[src/rtl/ofmd_relu_pool.sv]
// rtl/ofmd_relu_pool.sv - ReLU followed by 2x2/stride-2 max-pool on a dual-channel OFMD raster stream
module ofmd_relu_pool #(
    parameter int DATA_WIDTH = 16,
    parameter int OFMD_W_3   = 6,
    parameter int OFMD_W_5   = 4
) (
    input  logic                  clk,
    input  logic                  rst,
    input  logic                  in_st,
    input  logic                  is_5x5,
    input  logic [DATA_WIDTH-1:0] din1,
    input  logic [DATA_WIDTH-1:0] din2,
    output logic                  pool_vld,
    output logic [DATA_WIDTH-1:0] pool_dout1,
    output logic [DATA_WIDTH-1:0] pool_dout2,
    output logic                  pool_done
);

    localparam int NMAX = (OFMD_W_3 > OFMD_W_5) ? OFMD_W_3 : OFMD_W_5;
    localparam int CW   = $clog2(NMAX);
    localparam int NB   = NMAX / 2;
    localparam int KW   = (NB > 1) ? $clog2(NB) : 1;
    localparam logic [CW-1:0] LAST3 = CW'(OFMD_W_3 - 1);
    localparam logic [CW-1:0] LAST5 = CW'(OFMD_W_5 - 1);

    typedef enum logic {IDLE, RUN} state_t;

    state_t                  state_q, state_d;
    logic [CW-1:0]           col_q, col_d, row_q, row_d;
    logic                    mode_q, mode_d;
    logic [DATA_WIDTH-1:0]   pair1_q, pair1_d, pair2_q, pair2_d;
    logic [DATA_WIDTH-1:0]   lbuf1_q [NB];
    logic [DATA_WIDTH-1:0]   lbuf1_d [NB];
    logic [DATA_WIDTH-1:0]   lbuf2_q [NB];
    logic [DATA_WIDTH-1:0]   lbuf2_d [NB];
    logic                    vld_q, vld_d, done_q, done_d;
    logic [DATA_WIDTH-1:0]   dout1_q, dout1_d, dout2_q, dout2_d;

    logic                    eff_mode;
    logic [CW-1:0]           last;
    logic [KW-1:0]           k;
    logic [DATA_WIDTH-1:0]   r1, r2, m1, m2, v1, v2;

    always_comb begin
        state_d = state_q;
        col_d   = col_q;
        row_d   = row_q;
        mode_d  = mode_q;
        pair1_d = pair1_q;
        pair2_d = pair2_q;
        lbuf1_d = lbuf1_q;
        lbuf2_d = lbuf2_q;
        vld_d   = 1'b0;
        done_d  = 1'b0;
        dout1_d = dout1_q;
        dout2_d = dout2_q;

        // The first beat of a frame sees is_5x5 directly; afterwards only the latched copy counts.
        eff_mode = (state_q == IDLE) ? is_5x5 : mode_q;
        last     = eff_mode ? LAST5 : LAST3;
        k        = KW'(col_q >> 1);
        r1       = din1[DATA_WIDTH-1] ? '0 : din1;
        r2       = din2[DATA_WIDTH-1] ? '0 : din2;
        m1       = (pair1_q > r1) ? pair1_q : r1;
        m2       = (pair2_q > r2) ? pair2_q : r2;
        v1       = (lbuf1_q[k] > r1) ? lbuf1_q[k] : r1;
        v2       = (lbuf2_q[k] > r2) ? lbuf2_q[k] : r2;

        if (in_st) begin
            if (state_q == IDLE) begin
                state_d = RUN;
                mode_d  = is_5x5;
            end
            if (!col_q[0]) begin
                pair1_d = row_q[0] ? v1 : r1;
                pair2_d = row_q[0] ? v2 : r2;
            end else if (!row_q[0]) begin
                lbuf1_d[k] = m1;
                lbuf2_d[k] = m2;
            end else begin
                vld_d   = 1'b1;
                dout1_d = m1;
                dout2_d = m2;
                done_d  = (row_q == last) && (col_q == last);
            end
            if (col_q == last) begin
                col_d = '0;
                if (row_q == last) begin
                    row_d   = '0;
                    state_d = IDLE;
                end else begin
                    row_d = row_q + CW'(1);
                end
            end else begin
                col_d = col_q + CW'(1);
            end
        end
    end

    always_ff @(posedge clk or negedge rst) begin
        if (!rst) begin
            state_q <= IDLE;
            col_q   <= '0;
            row_q   <= '0;
            mode_q  <= 1'b0;
            pair1_q <= '0;
            pair2_q <= '0;
            for (int i = 0; i < NB; i++) begin
                lbuf1_q[i] <= '0;
                lbuf2_q[i] <= '0;
            end
            vld_q   <= 1'b0;
            done_q  <= 1'b0;
            dout1_q <= '0;
            dout2_q <= '0;
        end else begin
            state_q <= state_d;
            col_q   <= col_d;
            row_q   <= row_d;
            mode_q  <= mode_d;
            pair1_q <= pair1_d;
            pair2_q <= pair2_d;
            lbuf1_q <= lbuf1_d;
            lbuf2_q <= lbuf2_d;
            vld_q   <= vld_d;
            done_q  <= done_d;
            dout1_q <= dout1_d;
            dout2_q <= dout2_d;
        end
    end

    assign pool_vld   = vld_q;
    assign pool_done  = done_q;
    assign pool_dout1 = dout1_q;
    assign pool_dout2 = dout2_q;

endmodule

[config.mk]
export PLATFORM = sky130hd
export DESIGN_NAME = ofmd_relu_pool
export DESIGN_NICKNAME = d
export VERILOG_FILES = /design/src/rtl/ofmd_relu_pool.sv
export SDC_FILE = /design/constraint.sdc
export NUM_CORES = 1
export LEC_CHECK = 0
export ABC_AREA = 1
export BUFFER_PORTS_ARGS = -buffer_cell sky130_fd_sc_hd__buf_4
export CAP_MARGIN = 40
export CORE_MARGIN = 2
export CORE_UTILIZATION = 57
export CTS_BUF_LIST = sky130_fd_sc_hd__clkbuf_8
export DETAILED_ROUTE_END_ITERATION = 7
export PLACE_DENSITY = 0.76
export SLEW_MARGIN = 0
export SYNTH_ARGS = -nofsm -noshare
export SYNTH_HDL_FRONTEND = slang
export SYNTH_SLANG_ARGS = --single-unit
[constraint.sdc]
create_clock -name clk -period 3.7 [get_ports clk]
set_clock_uncertainty 0.05 [all_clocks]
set_input_delay 0.185 -clock clk [delete_from_list [all_inputs] [get_ports clk]]
set_output_delay 0.185 -clock clk [all_outputs]
set_load 0.1 [all_outputs]
Word level (Yosys, flattened, before mapping)

Index checks and enable logic that the tools add are counted.

$add $sub $neg: 2
$lt $le $gt $ge: 6
Equality and inequality tests: 2
Mux-type cells: 30
Bitwise gates (word level): 3
Reductions and logical operators: 6

Operators with widths:

| kind                                                | number |
|---|---|
| 2-to-1 mux 16 bit                                   | 11 |
| bitwise mux 48 bit                                  | 2 |
| binary-select mux 16 bit (select 2 bit)             | 2 |
| > comparator 16 x 15 -> 1 bit                       | 4 |
| demux 16 bit (select 2 bit)                         | 1 |
| 2-to-1 mux 15 bit                                   | 2 |
| 2-to-1 mux 1 bit                                    | 9 |
| 2-to-1 mux 3 bit                                    | 3 |
| adder 3 x 1 -> 3 bit (second input constant)        | 2 |
| equality test 3 bit                                 | 2 |
| AND reduction 3 bit                                 | 2 |
| AND reduction 2 bit                                 | 2 |
| >= comparator 3 bit (second input constant)         | 1 |
| < comparator 3 x 1 -> 1 bit (second input constant) | 1 |
| inverter 2 -> 3 bit                                 | 1 |
| logical AND 1 bit                                   | 2 |
| inverter 1 bit                                      | 2 |

Flip-flop bits (word level): 170
Bits of input ports: 36
Output and inout bits: 34
Word-level logic and storage cells: 65

Logic depth before layout (Yosys ltp)

Gate-level depths: netlist of run 1.

Depth after elaboration: 7
Mapped depth: 21
Depth with buffers taken out: 18

Worst setup path after synthesis of run 1

Ideal clock, no wire load.

Path type: register to register
Start point: register col_q[2]
End point: register pair2_q[10]
Setup time: 0.117 ns
Arrival: 2.407 ns
Required time: 3.533 ns
Setup slack: 1.126 ns
Stages on the path, launching flop included: 20
Buffers on the path: 3
Period minus slack after synthesis: 2.574 ns
Cell sequence: dfrtp_1 -> inv_2 -> nor2_1 -> buf_4 -> buf_2 -> nand2_1 -> and2_1 -> inv_1 -> ha_1 -> nand2_1 -> inv_1 -> nand2_1 -> nor2_1 -> nand4_1 -> nand2_1 -> inv_1 -> buf_2 -> nand3_1 -> nand3_1 -> nand2_1

Cells in the longest elaborated chain, start to end: 7

RTL lines:

| item                                                    | RTL line | text |
|---|---|---|
| start: declaration                                      | 29       | `logic [CW-1:0] col_q, col_d, row_q, row_d;` |
| start signal: assignment                                | 118      | `col_q <= col_d;` |
| inverter 2 -> 3 bit (implied by the code) *             | 67       | `v2 = (lbuf2_q[k] > r2) ? lbuf2_q[k] : r2;` |
| binary-select mux 16 bit (select 2 bit) *               | 67       |  |
| 2-to-1 mux 16 bit (implied by the code) * (2 in series) | 67       |  |
| > comparator 16 x 15 -> 1 bit                           | 67       |  |
| 2-to-1 mux 16 bit *                                     | 67       |  |
| 2-to-1 mux 16 bit *                                     | 76       | `pair2_d = row_q[0] ? v2 : r2;` |
| end signal: assignment                                  | 122      | `pair2_q <= pair2_d;` |
| end: declaration                                        | 31       | `logic [DATA_WIDTH-1:0] pair1_q, pair1_d, pair2_q, pair2_d;` |

Every way passes the cells marked *; elsewhere a longest branch is shown, timed or not. The select of a mux whose other input is x is not followed.
A chain may end at the register's enable or synchronous reset.

Final worst setup path of run 1

Start point: register col_q[1]
End point: register pair2_q[10]

Same word-level chain as after synthesis.

==> flow_summary.ini, run 1 <==
[run_status]
status = finished clean

[final_layout]
fillers = 1476
area_delta_synth_final_pct = 12.92
drive_gt1_share_pct = 10.30
insertedDiodeCount = 0
final_nets = 1473

[synth]
netlist_instances = 1311
ys_ff_latch = 170
ys_seq_area_share_pct = 43.75
synth_warnings = 0
synth_area_per_cell_um2 = 7.417
syn_nets = 1409
yosysUniqueCellTypes = 30
synthesis.area_um2 = 9724

[global_route]
antenna_found_initial = 0
busiest_layer = met2
use_met2_pct = 48.38
grt_pass1_wl_um = 44300
grt_pass1_vias = 8864
grtUsageMet1_pct = 43.44
grtUsageTotal_pct = 30.96
grt_max_degree = 90
overflow = 0
met3_usage_pct = 5.631

[worst_setup_path]
slowest_stage = dfrtp_1
setup.worst_path.start_class = flop
criticalPathCategory = flop to flop
critical_path_arrival_ns = 3.49
crit_path_start = col_q[1]
crit_path_cell_trace = nor2_2, buf_4, a22oi_1, and2_1, inv_1, ha_1, nand2_1, inv_1, nand2_1, nor2_1, nand4_1, nand2_1, inv_1, buf_4, nand3_1, nand3_1, nand2_1
path_delay_family = simple AND/OR/NAND/NOR gates
reg2reg_depth = 17
crit_path_end = pair2_q[10]
crit_fanout = 12
crit_cells = 17
crit_top_cell = nand2_1
crit-reg2reg-launch = col_q[1]
max_stage_delay_ns = 0.47
crit_required_ns = 4.02
critical_path_buf_inv_count = 5
r2r_setup_slack_ns = 0.53
endpoint_kind = flop
r2r_end = pair2_q[10]

[clocking]
htree_levels = 4
cts_buffer_depth = 2
clkTransAtPathRegs_ns = 0.09
cts-root-buf = clkbuf_8
ctsResizeCount = 0
post_cts_buffers = 0
clk_latency_ns = 0.48
cts.sinks = 170
cts_buffers = 17
cts_tree = done

[timing]
finalSetupViolations = 0
maxSlewViolCount = 0
rsz0062_at_grt = false
period_share_pct = 85.66
tightest_slew_ns = 0.8208
max_clock_freq_ghz = 0.3155
final_hold_viol_count = 0
setup_tns_ns = 0
max_slew_margin_pct = 45.28
min_period_ns = 3.170

[min_path]
whs_path_depth = 5
worstHoldPathType = input port to flop

[floorplanning]
ios = 70
fp.dieArea_um2 = 18120
rows = 47
die_w_um = 134.6
core_um2 = 16640
dieHeight_um = 134.6
start_util_pct = 58.43

[power]
p_leak_nw = 6.249
totalPowerFinal_w = 0.01091
ir_drop_mv = 0.6120
power_density_nw_per_um2 = 993.2

[routing]
drt-wirelength-per-cell_um = 16.58
drt_wl_total_um = 26660
num_vias = 9063
viasPerCell = 5.636
ant_nets = 0
first_pass_iters = 8
drc_errors = 0
drtIter0Drc = 789

[placement]
finalWeightedCongestion = 0.8877
io_buffer_count = 69
hpwlAfterDp_um = 17830

[flow_run]
cap_violations = 0
-- power by group --
group | leakage, nW | internal, W | switching [W]
registers | 2.19 | 0.00261 | 0.000509
logic | 3.83 | 0.00183 | 0.00450
clock network | 0.224 | 0.000758 | 0.000700
-- layer usage --
layer / vias up / part of all wire [%]
met5: - / 0
met4: 0 / 2.2
met3: 50 / 7.7
met2: 381 / 46
met1: 4287 / 44
li1: 4345 / -
-- sequential cells by signal (all words and copies together), names as in the netlist --
register and flops:
lbuf1_q 48, lbuf2_q 48, pair1_q 16, pair2_q 16
pool_dout1 16, pool_dout2 16, col_q 3, row_q 3
mode_q 1, pool_done 1, pool_vld 1, state_q 1
-- synth_stat cells, drive strengths merged --
cell type / instances / share of area, %
nand2: 533 / 21
nand3: 220 / 11
dfrtp: 170 / 44
inv: 119 / 4.6
ha: 62 / 8.0
nor2: 33 / 1.4
clkbuf: 32 / 1.2
a21oi: 26 / 1.3
a22oi: 26 / 2.0
and2: 26 / 1.7
buf: 21 / 1.3
o21ai: 20 / 1.0
nand4: 6 / 0.39
o21a: 4 / 0.31
a221oi: 2 / 0.18
a22o: 2 / 0.18
and3: 2 / 0.13
clkinv: 2 / 0.077
nor3: 2 / 0.15
o21bai: 2 / 0.15
xor2: 1 / 0.090
-- placed cells by master (no fill, tap or decap), drive strengths merged, types with 22 or more instances in the layout --
master / count
nand2: 533
nand3: 220
dfrtp: 170
inv: 122
buf: 96
ha: 62
nor2: 33
a22oi: 26
and2: 26
a21oi: 26
clkbuf: 22
-- area by class of cell --
cell class / count / area, um^2 / share of cell area, %
Multi-Input combinational cell: 967 / 4791 / 43.63
Sequential cell: 170 / 4254 / 38.74
Timing Repair Buffer: 98 / 764.5 / 6.962
Inverter: 121 / 454.2 / 4.136
Clock buffer: 22 / 302.8 / 2.758
Tap cell: 220 / 275.3 / 2.507
Clock inverter: 10 / 138.9 / 1.265
-- worst register-to-register path, delay by kind of cell, from the launching register on --
kind            cells  cell delay, ns
compound gates      1            0.11
fa+ha+maj           1            0.24
buf+inv             5            1.02
flops               1            0.47
simple gates       10            1.17
-- through the flow --
stage	setup WS [ns]	hold WS, ns	std cells	util (%)	area, um^2
floorplan	1.126	-0.1606	1311	-	9724
global placement	0.6819	0.2525	1573	63.12	10500
detailed placement	0.6022	0.2597	1574	63.21	10520
CTS	0.5765	0.03028	1608	65.98	10980
global route	0.3100	0.07432	1608	65.98	10980
finish	0.5305	0.04207	1608	65.98	10980
-- worst min path at each step --
stage,from,end,slack [ns]
2_1_floorplan,rst,col_q[0],-0.16
3_3_place_gp,rst,lbuf1_q[3],0.25
3_5_place_dp,rst,pool_dout1[2],0.26
4_1_cts,din2[0],pair2_q[0],0.03
5_1_grt,din1[0],pair1_q[0],0.07
6_report,din2[0],pair2_q[0],0.04
-- logic make-up after synthesis --
logic type | Yosys count | share of synthesized area [%]
xor gates and xnor gates | 1 | 0.09008
and+or+nand+nor | 822 | 35.82
DFF | 170 | 43.75
AOI/OAI and AO/OA | 82 | 5.198
adders and majority gates | 62 | 7.977
buffers and inverters | 174 | 7.167
-- repair_timing --
action	in CTS	in global routing
endpoints found under the setup margin	0	0
endpoints found under the hold margin	87	0
hold buffers	2	0
Note: power is estimated with default switching activity, not from simulation.
==> run 2, diff against run 1 <==
BUFFER_PORTS_ARGS = not set   (was -buffer_cell sky130_fd_sc_hd__buf_4)
DONT_BUFFER_PORTS = 1   (was not set)
PLACE_DENSITY = 0.72   (was 0.76)
clock period = 4 ns   (was 3.7 ns; I/O delays follow)
==> flow_summary.ini, run 2 (synthesis gave the netlist of run 1 again) <==
[run_status]
status = complete, but fails checks
violations = negative hold slack

[final_layout]
final_common_cell = nand2_1
final_cells = 1557
area_delta_synth_final_pct = 10.45
insertedDiodeCount = 0
final_cell_mix = nand2_1 (528), nand3_1 (220), dfrtp_1 (170), inv_1 (117), ha_1 (62)
reg.largest.list = lbuf1_q: 48 flops, lbuf2_q: 48 flops
stdcell_area_um2 = 10740
final_nets = 1422
drive_gt1_share_pct = 5.834

[routing]
drt-wirelength-per-cell_um = 16.95
ant_nets = 0
first_pass_iters = 5
drtIter0Drc = 725
drc_errors = 0
num_vias = 8738
drt_wl_total_um = 26390
viasPerCell = 5.612

[worst_setup_path]
criticalPathCategory = flop to flop
critical_path_buf_inv_count = 5
setup.worst_path.start_class = flop
slowest_stage = dfrtp_1
endpoint_kind = flop
crit_fanout = 26
reg2reg_depth = 18
crit-reg2reg-launch = col_q[1]
critical_path_arrival_ns = 3.50
crit_top_cell = nand2_1
crit_path_cell_trace = inv_2, nor2_4, buf_12, a22oi_1, and2_1, inv_1, ha_1, nand2_1, inv_1, nand2_1, nor2_1, nand4_1, nand2_1, inv_1, nand2_4, nand2_1, nand3_1, nand2_1
max_stage_delay_ns = 0.50
r2r_setup_slack_ns = 0.89
crit_required_ns = 4.39
r2r_end = pair1_q[7]
path_delay_family = simple AND/OR/NAND/NOR gates

[clocking]
cts-root-buf = clkbuf_8
cts.sinks = 170
cts_buffer_depth = 2
post_cts_buffers = 0
htree_levels = 4
clkTransAtPathRegs_ns = 0.11
clk_latency_ns = 0.49
cts_buffers = 17
ctsResizeCount = 0
cts_tree = done
cts_hold_buffers = 17

[timing]
holdWs_ns = -0.6629
tightest_slew_ns = 0.9086
period_share_pct = 77.77
final_hold_viol_count = 170
max_clock_freq_ghz = 0.3215
setup_tns_ns = 0
maxSlewViolCount = 0
rsz0062_at_grt = false
min_period_ns = 3.111
max_slew_margin_pct = 39.43
finalSetupViolations = 0

[global_route]
met3_usage_pct = 4.880
antenna_found_initial = 0
grtUsageMet1_pct = 42.71
grt_pass1_vias = 8395
grt_pass1_wl_um = 43100
overflow = 0
grt_max_degree = 171
busiest_layer = met2
use_met2_pct = 48.64
grtUsageTotal_pct = 30.47

[placement]
hpwlAfterDp_um = 17250
dpl_cell_area_um2 = 10140
io_buffer_count = 0
dp_cells = 1506
finalWeightedCongestion = 0.8720

[floorplanning]
ios = 70
dieHeight_um = 134.6
fp.dieArea_um2 = 18120
core_um2 = 16640
die_w_um = 134.6
start_util_pct = 58.43
rows = 47

[power]
p_leak_nw = 6.005
power_density_nw_per_um2 = 918.0
ir_drop_mv = 0.6056
totalPowerFinal_w = 0.009860

[min_path]
worstHoldPathType = input port to asynchronous set/reset pin

[flow_run]
cap_violations = 0
[run 2: cell types whose count changed in the layout (fill, tap and decap cells not counted)]
cell,previous run,this run
buf_8,1,0
clkinv_4,2,3
inv_8,0,2
buf_16,0,9
inv_6,1,3
clkbuf_8,22,17
bufinv_16,3,1
clkinvlp_4,2,4
clkinv_2,0,1
inv_1,118,117
buf_6,1,0
dlygate4sd3_1,2,17
buf_4,93,20
[run 2: per-stage QoR]
step | worst slack [ns] | hold WS [ns] | utilization [%]
after global placement | 1.060 | -0.1379 | 59.75
after global routing | 0.6305 | -0.6738 | 64.54
after CTS | 0.9744 | -0.6631 | 64.21
after floorplan | 1.426 | -0.1456 | -
final | 0.8892 | -0.6629 | 64.54
after detailed placement | 0.9764 | -0.1372 | 60.91
[run 2: layer usage]
layer	vias up	part of all wire, %
met3	47	5.0
li1	4247	-
met5	-	0
met2	278	47
met1	4166	46
met4	0	2.1
[run 2: worst max-delay path by stage]
stage	from	depth (start not counted)	to	slack (ns)
after detailed placement	col_q[1]	18	pair1_q[3]	0.98
final	col_q[1]	18	pair1_q[7]	0.89
after CTS	col_q[1]	18	pair1_q[5]	0.97
after global placement	col_q[1]	18	pair1_q[2]	1.06
after global routing	col_q[1]	18	pair1_q[2]	0.63
after floorplan	col_q[2]	19	pair2_q[10]	1.43
[run 2: final cells by class]
| type | count | area, um^2 |
|---|---|---|
| inverters | 121 | 454.2 |
| well taps | 220 | 275.3 |
| multi-input cells | 967 | 4791 |
| fillers | 1493 | 5902 |
| clock inverters | 15 | 143.9 |
| repair buffers | 47 | 588.1 |
| flip-flops and latches | 170 | 4254 |
| clock buffers | 17 | 234.0 |
[run 2: power by group]
group	total, W	leakage, nW	internal (W)	switching, W
registers	0.00365	2.19	0.00240	0.00125
clock network	0.00122	0.184	0.000504	0.000716
logic	0.00499	3.63	0.00167	0.00332
[run 2: worst reg2reg max path: cells and delay by family, from the launching register on]
family | cells | cell delay [ns]
fa+ha+maj | 1 | 0.23
compound gates | 1 | 0.12
simple gates | 11 | 1.28
buf+inv | 5 | 0.90
flops | 1 | 0.50
==> run 3, diff against run 2 <==
ABC_AREA = 0   (was 1)
PLACE_DENSITY = 0.75   (was 0.72)
clock period = 2.6 ns   (was 4 ns; I/O delays follow)
==> flow_summary.ini, run 3 <==
[run_status]
status = complete, but fails checks
violations = negative hold slack, negative setup slack

[global_route]
overflow = 0
grt_pass1_wl_um = 40080
grtUsageTotal_pct = 30.52
grt_max_degree = 171
antenna_found_initial = 0
grt_pass1_vias = 7630

[synth]
ys_seq_area_share_pct = 46.50
syn_nets = 1087
synth_warnings = 0
async_flop_share_pct = 100.0
yosysTopAreaCell = dfrtp_1
netlist_instances = 989
synth_ff_type = dfrtp_1
synthTopCellsByArea = dfrtp_1 (46%), a21oi_1 (9.5%), ha_1 (8.5%), nor2_1 (6.4%), mux2i_1 (6.3%)
synthesis.area_um2 = 9149
ys_ff_latch = 170
synth_area_per_cell_um2 = 9.251
synth.top_cell.area_share_pct = 46.50
yosysUniqueCellTypes = 47
yosysMostFrequentCell = a21oi_1
ys_top_cells_by_count = a21oi_1 (174), dfrtp_1 (170), nor2_1 (155), ha_1 (62), mux2i_1 (58)
synth_edf_count = 0

[routing]
drt_wl_total_um = 28810
drc_errors = 0
num_vias = 8546
ant_nets = 0
drt-wirelength-per-cell_um = 21.09
first_pass_iters = 5
drtIter0Drc = 1117
viasPerCell = 6.256

[worst_setup_path]
crit_top_cell = a221o_1
critical_path_arrival_ns = 3.48
path_delay_family = compound AO/OA/AOI/OAI gates
crit-reg2reg-launch = col_q[2]
crit_path_cell_trace = buf_6, buf_16, mux2i_1, o21ai_1, ha_1, nand4_1, or2_4, o31ai_4, buf_4, clkbuf_16, nor3_1, a221o_1, a221o_1
endpoint_kind = flop
max_stage_delay_ns = 0.48
criticalPathCategory = flop to flop
crit_required_ns = 2.90
critical_path_buf_inv_count = 4
setup.worst_path.start_class = flop
crit_fanout = 5
slowest_stage = dfrtp_2
crit_path_start = col_q[2]

[clocking]
clk_latency_ns = 0.48
htree_levels = 4
cts.sinks = 170
cts_buffer_depth = 2
cts_tree = done
cts-root-buf = clkbuf_8
clkTransAtPathRegs_ns = 0.09
cts_buffers = 17

[timing]
finalSetupViolations = 91
layout_setup_ws_ns = -0.5756
min_period_ns = 3.176
period_share_pct = 122.1
rsz0062_at_grt = true
tightest_slew_ns = 0.8731
holdWs_ns = -0.7060
maxSlewViolCount = 0
max_clock_freq_ghz = 0.3149
max_slew_margin_pct = 41.83
final_hold_viol_count = 170

[min_path]
worstHoldPathType = input port to asynchronous set/reset pin

[floorplanning]
die_w_um = 130.7
dieHeight_um = 130.7
fp.dieArea_um2 = 17080
start_util_pct = 58.01
rows = 46
core_um2 = 15770
ios = 70

[final_layout]
post-route-util_pct = 78.29
fillers = 948
final_common_cell = dfrtp_1
area_delta_synth_final_pct = 34.96
reg.largest.list = lbuf1_q: 48 flops, lbuf2_q: 48 flops
final_cell_mix = dfrtp_1 (169), nor2_1 (153), buf_4 (140), a21oi_1 (109), a21oi_2 (65)
final_nets = 1237
insertedDiodeCount = 0
drive_gt1_share_pct = 34.09

[placement]
finalWeightedCongestion = 0.9096
hpwlAfterDp_um = 16900
io_buffer_count = 0

[flow_run]
cap_violations = 0
==> run 3: changes by cell type in the layout (fill, tap and decap cells not counted), moves of 22 or more <==
cell	before	now
a21oi_1	26	109
a21oi_2	0	65
a22oi_1	26	0
and2_1	26	0
buf_4	20	140
inv_1	117	29
mux2i_1	0	23
nand2_1	528	49
nand3_1	220	6
nor2_1	25	153
nor2b_1	0	22
o21ai_2	0	24
==> run 3: final cells by class <==
| type | count | area (um^2) | area share, % |
|---|---|---|---|
| well taps | 216 | 270.3 | 2.189 |
| flip-flops and latches | 170 | 4255 | 34.47 |
| multi-input cells | 723 | 5495 | 44.51 |
| clock inverters | 12 | 92.59 | 0.7499 |
| repair buffers | 196 | 1869 | 15.14 |
| inverters | 31 | 116.4 | 0.9424 |
| clock buffers | 18 | 247.7 | 2.006 |
==> run 3: worst paths after layout <==
kind / end / slack (ns) / cells after the start
max reg2reg: pair2_q[1] / -0.58 / 13
min reg2reg: lbuf1_q[47] / 0.46 / 1
max in group asynchronous: col_q[2] / 2.94 / 0
min: col_q[0] / -0.71 / 0
min in group clk: pair1_q[11] / 0.01 / 4
max: pair2_q[1] / -0.58 / 13
==> run 3: layer usage <==
layer,track usage [%],share of wire (%),up-vias
li1,-,-,3787
met1,46.85,42,4129
met2,44.45,45,527
met3,7.125,10,103
met4,6.758,3.0,0
met5,0,0,-
==> run 3: kinds of logic after synthesis <==
group,synth area share (%)
AOI/OAI and AO/OA,17.82
xor gates and xnor gates,0.3829
adders and majority gates,8.479
buffers and inverters,4.226
DFF,46.50
muxes,7.330
and+or+nand+nor,15.26
==> run 3: repair_timing <==
| action | in CTS | in global routing |
|---|---|---|
| gates resized for setup | 108 | 116 |
| pin swaps | 33 | 29 |
| setup buffers | 7 | 13 |
| gates cloned | 2 | 5 |
| hold buffers | 20 | 1 |
| setup endpoints to repair | 99 | 150 |
| endpoints found under the hold margin | 191 | 171 |
==> run 3: through the flow <==
step	instances	hold slack, ns	setup WS [ns]	TNS [ns]	area, um^2
CTS	1347	-0.7027	-0.4564	-14.46	11630
finish	1366	-0.7060	-0.5756	-20.59	12350
detailed placement	1289	-0.2058	-0.5095	-17.17	10670
global placement	1287	-0.2063	-0.3861	-11.98	10620
floorplan	989	-0.2156	-0.3766	-10.01	9459
global route	1366	-0.7207	-0.6778	-31.93	12350
Power of run 3 is left out: the tool's default activity adds up to more than one toggle a clock period on the data nets, which glitch-free logic cannot reach.
